$ cat src/rtl/pc_fetch_if.sv
// Instruction-memory request bus between the fetch stage and instruction memory.
//   inst_req   : fetch -> memory, request valid
//   inst_addr  : fetch -> memory, request address, held until acknowledged
//   inst_ack   : memory -> fetch, request accepted and data returned this cycle
//   inst_rdata : memory -> fetch, instruction word, valid with inst_ack
interface pc_fetch_if;
    logic        inst_req;
    logic [31:0] inst_addr;
    logic        inst_ack;
    logic [31:0] inst_rdata;

    modport master (
        output inst_req,
        output inst_addr,
        input  inst_ack,
        input  inst_rdata
    );

    modport slave (
        input  inst_req,
        input  inst_addr,
        output inst_ack,
        output inst_rdata
    );
endinterface

$ cat src/rtl/pc_fetch.sv
// Instruction-fetch stage feeding the IF/ID register.
// Owns the PC, issues one request at a time on imem, buffers returned words in a
// two-entry queue (head + skid) and presents the head as if_pc/if_inst/if_valid.
// Handles downstream stall, delayed branches (one delay slot) and exception flush.
// Ports:
//   clk, rst               clock, synchronous active-high reset
//   stall                  IF/ID not accepting; head is held
//   flush, flush_pc        discard everything in flight, restart at flush_pc
//   branch_flag/target     taken branch in ID (qualified by stall=0)
//   imem                   instruction-memory request bus (master side)
//   if_pc/if_inst/if_valid head entry presented to IF/ID
module pc_fetch #(
    parameter logic [31:0] RESET_PC = 32'hBFC0_0000
) (
    input  logic        clk,
    input  logic        rst,
    input  logic        stall,
    input  logic        flush,
    input  logic [31:0] flush_pc,
    input  logic        branch_flag,
    input  logic [31:0] branch_target,
    pc_fetch_if.master  imem,
    output logic [31:0] if_pc,
    output logic [31:0] if_inst,
    output logic        if_valid
);

    localparam int unsigned XLEN = 32;

    typedef enum logic {
        IDLE = 1'b0,
        REQ  = 1'b1
    } state_t;

    typedef struct packed {
        logic [XLEN-1:0] pc;
        logic [XLEN-1:0] inst;
    } entry_t;

    // Registered state
    state_t          state;
    logic [XLEN-1:0] pc;            // next address to issue
    logic            req_q;
    logic [XLEN-1:0] addr_q;        // address of the outstanding request
    logic            head_v;
    entry_t          head;
    logic            skid_v;
    entry_t          skid;
    logic            drop;          // outstanding request's data is to be discarded
    logic            redirect_pend; // delay slot not yet issued; fetch after it goes to target
    logic [XLEN-1:0] redirect_target;

    // Per-cycle decode
    logic            ack;
    logic            consume;
    logic            in_flight_live;
    logic            br;
    logic            br_head;
    logic            br_flight;
    logic            br_next;
    logic            enq;
    logic            issue;
    logic [XLEN-1:0] eff_pc;
    logic            pend_n;
    logic [XLEN-1:0] tgt_n;
    logic            head_v_n;
    entry_t          head_n;
    logic            skid_v_n;
    entry_t          skid_n;

    // Handshake, redirect and queue next-state decode.
    always_comb begin
        ack            = (state == REQ) && imem.inst_ack;
        consume        = head_v && !stall;
        in_flight_live = (state == REQ) && !drop;

        // Delay slot selection: head (delivered this cycle), else the live in-flight
        // request, else the next address still to be issued.
        br        = branch_flag && !stall && !flush;
        br_head   = br && head_v;
        br_flight = br && !head_v && in_flight_live;
        br_next   = br && !head_v && !in_flight_live;

        // A branch with the delay slot in head makes any in-flight return younger.
        enq = ack && !drop && !flush && !br_head;

        eff_pc = pc;
        pend_n = redirect_pend;
        tgt_n  = redirect_target;
        if (flush) begin
            eff_pc = flush_pc;
            pend_n = 1'b0;
        end else if (br_head || br_flight) begin
            eff_pc = branch_target;
            pend_n = 1'b0;
        end else if (br_next) begin
            pend_n = 1'b1;
            tgt_n  = branch_target;
        end

        head_v_n = head_v;
        head_n   = head;
        skid_v_n = skid_v;
        skid_n   = skid;
        if (flush) begin
            head_v_n = 1'b0;
            skid_v_n = 1'b0;
        end else begin
            if (br_head) begin
                skid_v_n = 1'b0;
            end
            if (consume) begin
                head_v_n = skid_v_n;
                head_n   = skid_n;
                skid_v_n = 1'b0;
            end
            if (enq) begin
                if (!head_v_n) begin
                    head_v_n = 1'b1;
                    head_n   = entry_t'{pc: addr_q, inst: imem.inst_rdata};
                end else begin
                    skid_v_n = 1'b1;
                    skid_n   = entry_t'{pc: addr_q, inst: imem.inst_rdata};
                end
            end
        end

        // A new request only goes out if its return is guaranteed a free slot.
        issue = ((state == IDLE) || ack) && !(head_v_n && skid_v_n);
    end

    // Fetch FSM, PC and queue registers.
    always_ff @(posedge clk) begin
        if (rst) begin
            state           <= IDLE;
            pc              <= RESET_PC;
            req_q           <= 1'b0;
            addr_q          <= RESET_PC;
            head_v          <= 1'b0;
            head            <= entry_t'{pc: RESET_PC, inst: '0};
            skid_v          <= 1'b0;
            skid            <= '0;
            drop            <= 1'b0;
            redirect_pend   <= 1'b0;
            redirect_target <= '0;
        end else begin
            head_v <= head_v_n;
            head   <= head_n;
            skid_v <= skid_v_n;
            skid   <= skid_n;
            if (issue) begin
                state         <= REQ;
                req_q         <= 1'b1;
                addr_q        <= eff_pc;
                pc            <= pend_n ? tgt_n : eff_pc + XLEN'(4);
                drop          <= 1'b0;
                redirect_pend <= 1'b0;
            end else begin
                pc              <= eff_pc;
                redirect_pend   <= pend_n;
                redirect_target <= tgt_n;
                if ((state == REQ) && !ack) begin
                    drop <= drop || flush || br_head;
                end else begin
                    state <= IDLE;
                    req_q <= 1'b0;
                    drop  <= 1'b0;
                end
            end
        end
    end

    assign imem.inst_req  = req_q;
    assign imem.inst_addr = addr_q;
    assign if_valid       = head_v;
    assign if_pc          = head.pc;
    assign if_inst        = head.inst;

endmodule

$ cat src/flat_wrapper.sv
// flat-port wrapper written by rule: the top's interface ports become plain ports
module pc_fetch_flat 
#(
    parameter logic [31:0] RESET_PC = 32'hBFC0_0000
)
  (clk, rst, stall, flush, flush_pc, branch_flag, branch_target, if_pc, if_inst, if_valid, imem_inst_req, imem_inst_addr, imem_inst_ack, imem_inst_rdata);
  pc_fetch_if imem_i ();
  input  logic clk;
  input  logic rst;
  input  logic stall;
  input  logic flush;
  input  logic [31:0] flush_pc;
  input  logic branch_flag;
  input  logic [31:0] branch_target;
  output logic [31:0] if_pc;
  output logic [31:0] if_inst;
  output logic if_valid;
  output wire logic [$bits(imem_i.inst_req)-1:0] imem_inst_req;
  output wire logic [$bits(imem_i.inst_addr)-1:0] imem_inst_addr;
  input wire logic [$bits(imem_i.inst_ack)-1:0] imem_inst_ack;
  input wire logic [$bits(imem_i.inst_rdata)-1:0] imem_inst_rdata;
  assign imem_inst_req = imem_i.inst_req;
  assign imem_inst_addr = imem_i.inst_addr;
  assign imem_i.inst_ack = imem_inst_ack;
  assign imem_i.inst_rdata = imem_inst_rdata;
  pc_fetch #(.RESET_PC(RESET_PC)) u_core (.clk(clk), .rst(rst), .stall(stall), .flush(flush), .flush_pc(flush_pc), .branch_flag(branch_flag), .branch_target(branch_target), .imem(imem_i), .if_pc(if_pc), .if_inst(if_inst), .if_valid(if_valid));
endmodule
$ cat config.mk
export PLATFORM = sky130hd
export DESIGN_NAME = pc_fetch_flat
export DESIGN_NICKNAME = d
export VERILOG_FILES = /design/src/rtl/pc_fetch_if.sv /design/src/rtl/pc_fetch.sv /design/src/flat_wrapper.sv
export SDC_FILE = /design/constraint.sdc
export NUM_CORES = 1
export LEC_CHECK = 0
export BUFFER_PORTS_ARGS = -buffer_cell sky130_fd_sc_hd__buf_2
export CAP_MARGIN = 15
export CORE_MARGIN = 2
export CORE_UTILIZATION = 55
export DETAILED_ROUTE_END_ITERATION = 8
export PLACE_DENSITY = 0.79
export SETUP_SLACK_MARGIN = 0.2
export SKIP_LAST_GASP = 1
export SLEW_MARGIN = 20
export SYNTH_ARGS = -nofsm -noshare
export SYNTH_HDL_FRONTEND = slang
export SYNTH_SLANG_ARGS = --single-unit
$ cat constraint.sdc
create_clock -name clk -period 6.31 [get_ports clk]
set_input_delay 1.262 -clock clk [delete_from_list [all_inputs] [get_ports clk]]
set_output_delay 1.262 -clock clk [all_outputs]
set_load 0.02 [all_outputs]
==> impl_results.md, run 1 <==
- Switching share of power: 0.281
- Synth Net Count: 1,644
- Starting density of the core: 0.561
- Worst path depth: 10
- Largest net degree at the start of global routing: 120
- Vias in the first global route: 10,552
- Syn. warnings: 0
- Critical-path top delay cell: buf_4
- Number of synthesized flops with an enable pin: 0
- Top FF cell, synth: dfxtp_1
- Max-Cap Viols: 0
- Post-cts repair resize count: 0
- Filler Cells Inserted: 1,813
- Sw Pwr: 0.952 mW
- Pwr/cell area: 262 nW/um^2
- Critical path class: primary input to flop
- Ys async rst share: 0
- Worst VDD drop: 0.163 mV
- Port bufs: 199
- Die ar.: 21,800 sq um
- Wire per inst: 17.6 um
- Top sig layer: met4
- Crit end category: flop
- Chip height: 148 um
- Pint: 2.44 mW
- Final worst slack: 1990 ps
- Clk pwr share: 0.406
- Outcome: finished, final reports clean
- DRT met1 WL: 14,700 um
- Vias per cell: 6.13
- Hold path depth: 2
- Final ANT Viol Nets: 0
- Reg2reg start: u_core.if_valid
- Post-route cell area: 13,000 sq um
- Met3 WL: 3010 um
- Final Cycle Share: 0.685
- Total Routed Length: 34,000 um
- Met2 WL: 15,100 um
- GR Overflow Total: 0
- Cells on worst reg2reg path: 8
- Reg clk slew, reported paths: 60 ps
- Row count: 52
- Post-DP HPWL: 21,600 um
- Final setup viols: 0
- Num Clock Sinks: 229
- Worst-Margin Slew: 1070 ps
- Critical Path Start: flush
- Clock latency on the worst-skew pair: 530 ps
- GRT Total Usage: 0.299
- # H-tree levels: 1
- Post-layout minimum cycle time: 4320 ps
- Core footprint: 20,200 sq um
- Ports: 200
- CP required: 6760 ps
- Clock skew: 12.7 ps
- Combinational fraction of design power: 0.140
- Initial DRC count: 1,390
- P&R area growth vs syn: 14.2%
- Distinct cell type count after synthesis: 75
- Worst Min Path Start: u_core.skid[38]
- Setup_tns: 0 ps
- Num CTS Buffers: 25
- CTS root buf: clkbuf_16
- Layout cells sized above 1: 0.174
- Via Count: 11,816
- Leakage: 5.18 nW
- Crit-path leading delay family: buffers and inverters
- Max-slew violation count: 0
- Worst path cell trace: buf_4, buf_4, a2bb2oi_1, o211ai_2, ha_1, o31a_1, and4b_1, nand3_1, or4_1, a31oi_1
- CTS Buffer Depth: 3
- Buf/Inv on CP: 2
- Worst hold-check path type: flop to flop
- Delay of the slowest critical-path stage: 710 ps
- Post-Place Setup Slack: 1540 ps
- Total chip power: 3.39 mW
- Mean Syn Cell Area: 7.36 sq um
- Hold buffer count at cts: 0
- Cell Area, Placed: 12,200 sq um
- Register area share after synthesis: 0.404
- CTS tree: done
- Cell area after synthesis: 11,300 sq um
- Final core occ: 0.640
- Type of origin of the critical path: primary input
- Worst slew margin: 0.283
- Worst path most repeated cell: buf_4
- Residual DRC: 0
- Crit-path max FO: 68
- Post-synthesis register bit count: 229
- Postcts setup bufs: 0
- Placer congestion estimate: 0.921
- Antenna violations before repair: 1
- Sequential Power Share: 0.453
- Final hold violation count: 0
- Syn Inst Count: 1,541
- Final net count: 1,744
- Worst endpoint data arrival time: 4770 ps
- RSZ-0062 raised after global routing: false
- FMAX: 0.231 GHz
- First-pass DRT Iterations: 5
- DIE WIDTH: 148 um
- Global-route wire length before repair: 54,500 um
-- layout make-up --
type | count | area (sq um) | area share
Multi-Input combinational cell | 1165 | 6120 | 0.472
Antenna cell | 1 | 2.50 | 0.000193
Timing Repair Buffer | 217 | 1140 | 0.0883
Inverter | 3 | 11.3 | 0.000869
Clock buffer | 32 | 662 | 0.0511
Sequential cell | 229 | 4590 | 0.354
Clock inverter | 12 | 95.1 | 0.00734
Tap cell | 270 | 338 | 0.0261
-- path summary, 6_finish.rpt --
path	end	slack, ps
max reg2reg	u_core.pc[19]	2340
min	u_core.skid[38]	450
min reg2reg	u_core.skid[38]	450
max	u_core.pc[30]	1990
-- per-stage QoR --
| stage | instances | hold slack [ps] |
|---|---|---|
| CTS | 1928 | 454 |
| global route | 1929 | 474 |
| floorplan | 1541 | 432 |
| finish | 1929 | 453 |
| detailed placement | 1884 | 445 |
| global placement | 1884 | 437 |
-- worst min-delay path: stages (launching register included) --
cell,delay (ps)
dfxtp_1,300
nand2_1,50
a21oi_1,50
-- sequential cells by signal (all words and copies together), names as in the netlist --
signal and cells:
u_core.skid 64, u_core.if_inst 32, u_core.if_pc 32, u_core.imem.inst_addr 32
u_core.pc 32, u_core.redirect_target 32, u_core.drop 1, u_core.if_valid 1
u_core.imem.inst_req 1, u_core.redirect_pend 1, u_core.skid_v 1
-- cells in the final DEF (no fill, tap or decap), types with 3 or more instances in the layout --
cell type / n
nand2_1: 322
dfxtp_1: 228
a21oi_1: 222
nor2_1: 207
buf_2: 197
o22ai_1: 55
nor3_1: 44
o21ai_0: 36
nand2b_1: 27
clkbuf_16: 25
and3_1: 22
nand3_1: 21
buf_4: 18
o2111a_1: 17
mux2i_1: 15
nand4_1: 15
or3_1: 14
o211ai_1: 10
a2bb2oi_1: 10
a311oi_1: 9
a211oi_1: 8
nor4_1: 8
clkinv_2: 8
a31oi_1: 7
o2111ai_1: 7
o211ai_2: 7
clkbuf_1: 6
and2_1: 5
and4_1: 5
o21a_1: 4
a311o_1: 4
a41oi_1: 3
o221ai_1: 3
-- metal layers --
metal / GRT usage / vias to the layer above
li1: - / 5612
met1: 0.423 / 5526
met2: 0.463 / 603
met3: 0.0500 / 75
met4: 0.109 / 0
met5: 0 / -
-- Yosys cell counts, types with 8 or more instances --
master	count	area, sq um
dfxtp_1	229	4580
o211ai_1	10	75.1
nor4_1	8	50.1
a21oi_1	224	1120
o21ai_0	37	185
nor3_1	44	220
mux2i_1	15	150
nand4_1	15	93.8
and3_1	22	138
o2111a_1	17	191
o22ai_1	55	344
nand2_1	322	1210
a311oi_1	9	78.8
a2bb2oi_1	10	87.6
buf_2	39	195
a211oi_1	8	60.1
or3_1	16	100
nand3_1	21	105
nand2b_1	28	175
nor2_1	210	788
clkbuf_1	87	327
-- power groups by stage --
| stage | registers [mW] | clock network, mW | logic, mW |
|---|---|---|---|
| after floorplan | 1.60 | 0 | 0.283 |
| final | 1.54 | 1.38 | 0.476 |
| after global placement | 1.57 | 0 | 0.455 |
| after global routing | 1.54 | 1.45 | 0.516 |
| after CTS | 1.54 | 1.39 | 0.467 |
| after detailed placement | 1.57 | 0 | 0.464 |
-- cell families (layout without fill, tap and decap cells) --
group           count (synthesis)  after routing  share of synthesized area
compound gates                429            429                      0.237
fa+ha+maj                       1              1                    0.00110
buf+inv                       147            264                     0.0617
flops                         229            229                      0.404
mux                            16             16                     0.0142
other cells                     0              1                          0
simple gates                  719            719                      0.282
Power figures use the tool's default switching activity.
==> run 2: changes to the inputs <==
- CORE_UTILIZATION: 55 -> 51
- PLACE_DENSITY: 0.79 -> 0.77
- clock period: 6.31 -> 3.6 ns (I/O delays scaled with it)
==> run 2 against run 1 <==
- utilization down 2.8 points
- count of clock-buffer cells in the layout increased by 5
- largest power group unchanged
- die area up 7.6%
- clock skew is 4.6 ps higher
- highest routed layer unchanged
- via count rose by 0.63%
- setup slack lost 1500 ps
- power rose by 81%
- non-clock buffer count up 40
- register-to-register slack got worse by 1800 ps
- clock power increased by 86%
- critical path type is now flop to flop
- global-route usage is 0.37 points lower
==> impl_results.md, run 2 (synthesis results as in run 1) <==
- Outcome: finished, final reports clean (unchanged)
- Postcts setup bufs: 0 (unchanged)
- Reg clk slew, reported paths: 60 ps (about the same)
- Clock latency on the worst-skew pair: 530 ps (about the same)
- Final setup viols: 0 (unchanged)
- Filler Cells Inserted: 1,992 (was 1,813)
- Die ar.: 23,500 sq um (was 21,800 sq um)
- Worst hold-check path type: primary input to flop (was flop to flop)
- Top reg by flops: u_core.skid (unchanged)
- Final net count: 1,784 (was 1,744)
- Ports: 200 (unchanged)
- R2R Path End: u_core.pc[21] (was u_core.pc[19])
- Largest net degree at the start of global routing: 92 (was 120)
- Setup slack, reg-to-reg: 540 ps (was 2340 ps)
- Total chip power: 6.16 mW (was 3.39 mW)
- Num CTS Buffers: 25 (unchanged)
- Setup_tns: 0 ps (unchanged)
- Post-cts repair resize count: 0 (unchanged)
- Max-slew violation count: 0 (unchanged)
- Max-Cap Viols: 0 (unchanged)
- CTS root buf: clkbuf_16 (unchanged)
- P&R area growth vs syn: 17.7% (was 14.2%)
- Hold buffer count at cts: 0 (unchanged)
- DIE WIDTH: 153 um (was 148 um)
- Core footprint: 21,800 sq um (was 20,200 sq um)
- Initial DRC count: 1,205 (was 1,390)
- Pint: 4.46 mW (was 2.44 mW)
- CP required: 4010 ps (was 6760 ps)
- Post-layout minimum cycle time: 3060 ps
- CTS tree: done (unchanged)
- RSZ-0062 raised after global routing: false (unchanged)
- Most common cell after layout, fill and taps aside: nand2_1 (unchanged)
- Antenna violations before repair: 1 (unchanged)
- Max reg flops: 64 (unchanged)
- Global-route wire length before repair: 58,100 um (was 54,500 um)
- Sw Pwr: 1.70 mW (was 0.952 mW)
- Clock skew: 17.3 ps (was 12.7 ps)
- Clk pwr share: 0.417 (was 0.406)
- Worst slew margin: 0.359 (was 0.283)
- CTS Buffer Depth: 3 (unchanged)
- Most frequent cells in the layout: nand2_1, dfxtp_1, a21oi_1 (unchanged)
- Critical path class: flop to flop (was primary input to flop)
- First-pass DRT Iterations: 6 (was 5)
- Hold Path Sink: u_core.skid[20] (was u_core.skid[38])
- Final Cycle Share: 0.851
- Num Clock Sinks: 229 (unchanged)
- GR Overflow Total: 0 (unchanged)
- Residual DRC: 0 (unchanged)
- Combinational fraction of design power: 0.144 (was 0.140)
- Port bufs: 199 (unchanged)
- Via Count: 11,890 (was 11,816)
- Placer congestion estimate: 0.960 (was 0.921)
- Crit end category: flop (unchanged)
- Starting density of the core: 0.520 (was 0.561)
- Total Routed Length: 36,300 um (was 34,000 um)
- Worst endpoint data arrival time: 3470 ps (was 4770 ps)
- Reg2reg start: u_core.imem.inst_req (was u_core.if_valid)
- Worst Min Path Start: imem_inst_rdata[20] (was u_core.skid[38])
- GRT Total Usage: 0.296 (was 0.299)
- Hold path depth: 3 (was 2)
- Cells on worst reg2reg path: 8 (unchanged)
- Worst-Margin Slew: 961 ps (was 1070 ps)
- Pwr/cell area: 461 nW/um^2 (was 262 nW/um^2)
- Sequential Power Share: 0.439 (was 0.453)
- Row count: 54 (was 52)
- Switching share of power: 0.276 (was 0.281)
- Final ANT Viol Nets: 0 (unchanged)
- Type of origin of the critical path: flop (was primary input)
- Vias per cell: 6.00 (was 6.13)
- # H-tree levels: 1 (unchanged)
- Vias in the first global route: 10,876 (was 10,552)
- Layout cells sized above 1: 0.192 (was 0.174)
- Crit-path max FO: 33 (was 68)
- Worst VDD drop: 0.300 mV (was 0.163 mV)
- Leakage: 5.41 nW (was 5.18 nW)
- Chip height: 153 um (was 148 um)
- FMAX: 0.326 GHz
- Wire per inst: 18.3 um (was 17.6 um)
- Final hold violation count: 0 (unchanged)
- Post-DP HPWL: 24,300 um (was 21,600 um)
-- run 2: stage by stage --
step	setup slack [ps]	util	instances	hold WS [ps]	area, sq um
5_1_grt	336	0.612	1981	433	13400
4_1_cts	595	0.612	1980	430	13300
3_5_place_dp	205	0.574	1934	447	12500
2_1_floorplan	635	-	1541	432	11300
3_3_place_gp	238	0.574	1934	439	12500
6_report	537	0.612	1981	437	13400
-- run 2: area by class of cell --
type                            instances  area, sq um  share of cell area
Multi-Input combinational cell       1165         6110               0.458
Sequential cell                       229         4590               0.343
Timing Repair Buffer                  257         1480               0.111
Clock buffer                           37          711              0.0532
Tap cell                              280          350              0.0262
Clock inverter                          9          105             0.00787
Inverter                                3         11.3            0.000843
Antenna cell                            1         2.50            0.000187
-- run 2: layer usage --
layer | routed length (um) | GRT usage | part of all wire
met5 | 0 | 0 | 0
met4 | 984 | 0.0847 | 0.027
met3 | 3180 | 0.0391 | 0.088
met2 | 16100 | 0.457 | 0.44
met1 | 16100 | 0.433 | 0.44
-- run 2: worst max-delay path by stage --
stage,endpoint,slack [ps],start
final,u_core.pc[21],540,u_core.imem.inst_req
after global routing,u_core.if_inst[26],340,u_core.if_valid
after CTS,u_core.if_inst[16],600,u_core.if_valid
after detailed placement,u_core.pc[21],210,branch_flag
after global placement,u_core.pc[30],240,branch_flag
after floorplan,u_core.pc[8],630,flush
-- run 2: critical path, cell delays in order, from the launching register on --
cell and delay (ps):
dfxtp_1 420, nor2b_4 470, buf_12 270, o2111a_1 210, or3_1 340, nand4_4 180
nor4_1 460, a2111oi_0 210, a311o_1 360
-- run 2: power groups by stage --
| stage | Combinational [mW] | Clock [mW] | Sequential [mW] |
|---|---|---|---|
| final | 0.887 | 2.57 | 2.70 |
| after global routing | 0.959 | 2.70 | 2.71 |
| after CTS | 0.874 | 2.60 | 2.70 |
| after detailed placement | 0.870 | 0 | 2.75 |
| after global placement | 0.861 | 0 | 2.75 |
| after floorplan | 0.496 | 0 | 2.80 |
==> run 3: changes to the inputs <==
- CORE_UTILIZATION: 51 -> 49
- PLACE_DENSITY: 0.77 -> 0.74
- RECOVER_POWER: not set -> 100
==> run 3 against run 2 <==
- count of clock-buffer cells in the layout is 7 lower
- first-iteration DRC count is 2.4% higher
- combinational power is 0.7% lower
- utilization is 2.7 points lower
- non-clock buffer count is 7 lower
- via count is 0.32% lower
- clock power is 9.3% higher
- maximum frequency is 4.0% lower
- final cell count hardly changed
- die area is 4.0% higher
- critical path depth is 1 lower
- largest cell class unchanged
==> impl_results.md, run 3 (synthesis results as in run 1) <==
- DIE WIDTH: 156 um (was 153 um)
- Final ANT Viol Nets: 0 (unchanged)
- RSZ-0062 raised after global routing: false (unchanged)
- Crit-path max FO: 13 (was 33)
- Post-DP HPWL: 24,300 um (about the same)
- Post-cts repair resize count: 0 (unchanged)
- Leakage: 5.04 nW (was 5.41 nW)
- Residual DRC: 0 (unchanged)
- Final net count: 1,778 (was 1,784)
- P&R area growth vs syn: 17.1% (was 17.7%)
- Chip height: 156 um (was 153 um)
- Core footprint: 22,700 sq um (was 21,800 sq um)
- Final setup viols: 0 (unchanged)
- Port bufs: 199 (unchanged)
- Worst VDD drop: 0.416 mV (was 0.300 mV)
- GRT Total Usage: 0.285 (was 0.296)
- Combinational fraction of design power: 0.138 (was 0.144)
- CTS root buf: clkbuf_16 (unchanged)
- Hold buffer count at cts: 0 (unchanged)
- Placer congestion estimate: 0.960 (about the same)
- Crit end category: flop (unchanged)
- Critical path class: flop to flop (unchanged)
- First-pass DRT Iterations: 8 (was 6)
- Layout cells sized above 1: 0.129 (was 0.192)
- Postcts setup bufs: 0 (unchanged)
- GR Overflow Total: 0 (unchanged)
- Worst-Margin Slew: 1270 ps (was 961 ps)
- Delay of the slowest critical-path stage: 720 ps (was 470 ps)
- Critical Path Start: u_core.if_valid (was u_core.imem.inst_req)
- # H-tree levels: 1 (unchanged)
- Switching share of power: 0.276 (about the same)
- Clk pwr share: 0.440 (was 0.417)
- Final hold violation count: 0 (unchanged)
- Reg2reg start: u_core.if_valid (was u_core.imem.inst_req)
- Post-layout minimum cycle time: 3190 ps (was 3060 ps)
- Initial DRC count: 1,234 (was 1,205)
- Die ar.: 24,400 sq um (was 23,500 sq um)
- Via Count: 11,852 (was 11,890)
- Vias in the first global route: 10,546 (was 10,876)
- Ports: 200 (unchanged)
- Total Routed Length: 36,200 um (was 36,300 um)
- Worst slew margin: 0.155 (was 0.359)
- Wire per inst: 18.3 um (about the same)
- Max-slew violation count: 0 (unchanged)
- Pint: 4.63 mW (was 4.46 mW)
- Num Clock Sinks: 229 (unchanged)
- Setup_tns: 0 ps (unchanged)
- Row count: 55 (was 54)
- Worst endpoint data arrival time: 3620 ps (was 3470 ps)
- Sequential Power Share: 0.422 (was 0.439)
- Starting density of the core: 0.500 (was 0.520)
- Reg clk slew, reported paths: 60 ps (about the same)
- Global-route wire length before repair: 56,500 um (was 58,100 um)
- Clock latency on the worst-skew pair: 540 ps (was 530 ps)
- Worst path cell trace: nor2b_1, a2111o_1, o211ai_1, clkbuf_1, nor2_1, mux2i_1, o21a_1 (was nor2b_4, buf_12, o2111a_1, or3_1, nand4_4, nor4_1, a2111oi_0, a311o_1)
- CTS Buffer Depth: 3 (unchanged)
- FMAX: 0.313 GHz (was 0.326 GHz)
- Sw Pwr: 1.76 mW (was 1.70 mW)
- Outcome: finished, final reports clean (unchanged)
- Crit-path leading delay family: simple AND/OR/NAND/NOR gates (unchanged)
- Num CTS Buffers: 26 (was 25)
- Worst Min Path Start: imem_inst_rdata[8] (was imem_inst_rdata[20])
- Max reg flops: 64 (unchanged)
- Max-Cap Viols: 0 (unchanged)
- Final worst slack: 410 ps (was 537 ps)
- Critical-path top delay cell: nor2b_1 (was nor2b_4)
- Type of origin of the critical path: flop (unchanged)
- Largest net degree at the start of global routing: 72 (was 92)
- CTS tree: done (unchanged)
- Worst hold-check path type: primary input to flop (unchanged)
- Clock skew: 14.4 ps (was 17.3 ps)
- Pwr/cell area: 481 nW/um^2 (was 461 nW/um^2)
- Most common cell after layout, fill and taps aside: nand2_1 (unchanged)
- Final Cycle Share: 0.886 (was 0.851)
- Buf/Inv on CP: 1 (unchanged)
- Most frequent cells in the layout: nand2_1, dfxtp_1, a21oi_1 (unchanged)
- Vias per cell: 5.99 (was 6.00)
- Post-Place Setup Slack: 231 ps (was 205 ps)
- Top reg by flops: u_core.skid (unchanged)
- Antenna violations before repair: 1 (unchanged)
- CP required: 4030 ps (was 4010 ps)
## run 3: cell types whose count changed in the layout (fill, tap and decap cells not counted), sizes merged
cell / previous run / this run
bufinv: 2 / 5
clkinvlp: 1 / 6
clkbuf: 37 / 131
buf: 257 / 149
## run 3: power groups by stage
stage	clock, mW	combinational, mW	sequential, mW
floorplan	0	0.496	2.80
global placement	0	0.874	2.75
detailed placement	0	0.885	2.75
CTS	2.85	0.888	2.70
global route	2.95	0.952	2.71
finish	2.81	0.881	2.70
## run 3: stage by stage
step           cell area [sq um]  cells  utilization  hold slack, ps  total power [mW]
2_1_floorplan              11300   1541            -             432              3.30
3_3_place_gp               12600   1932        0.553             438              3.63
3_5_place_dp               12600   1932        0.553             446              3.64
4_1_cts                    13500   1979        0.593             411              6.43
5_1_grt                    13300   1979        0.585             427              6.61
6_report                   13300   1980        0.585             432              6.39
## run 3: path summary, 6_finish.rpt
check	endpoint	slack, ps	depth (start not counted)
setup / recovery	u_core.pc[6]	410	7
hold / removal	u_core.skid[8]	430	3
setup reg to reg	u_core.pc[6]	410	7
hold reg to reg	u_core.skid[28]	450	2
## run 3: per-layer routing
metal | global-route usage | part of all wire
met1 | 0.397 | 0.44
met2 | 0.451 | 0.45
met5 | 0 | 0.00036
met3 | 0.0481 | 0.078
met4 | 0.0917 | 0.029
## run 3: cell type report
type / instances / area (sq um)
Multi-Input combinational cell: 1165 / 6070
Antenna cell: 1 / 2.50
Clock inverter: 17 / 244
Clock buffer: 30 / 666
Inverter: 3 / 11.3
Sequential cell: 229 / 4580
Tap cell: 285 / 357
Timing Repair Buffer: 250 / 1350
Fill cell: 2173 / 9430
## run 3: worst reg2reg max path, delay by kind of cell (launching register included)
| family | cells | cell delay [ps] |
|---|---|---|
| AOI/OAI and AO/OA | 3 | 840 |
| muxes | 1 | 160 |
| DFF | 1 | 630 |
| and+or+nand+nor | 2 | 1080 |
| buffers and inverters | 1 | 360 |
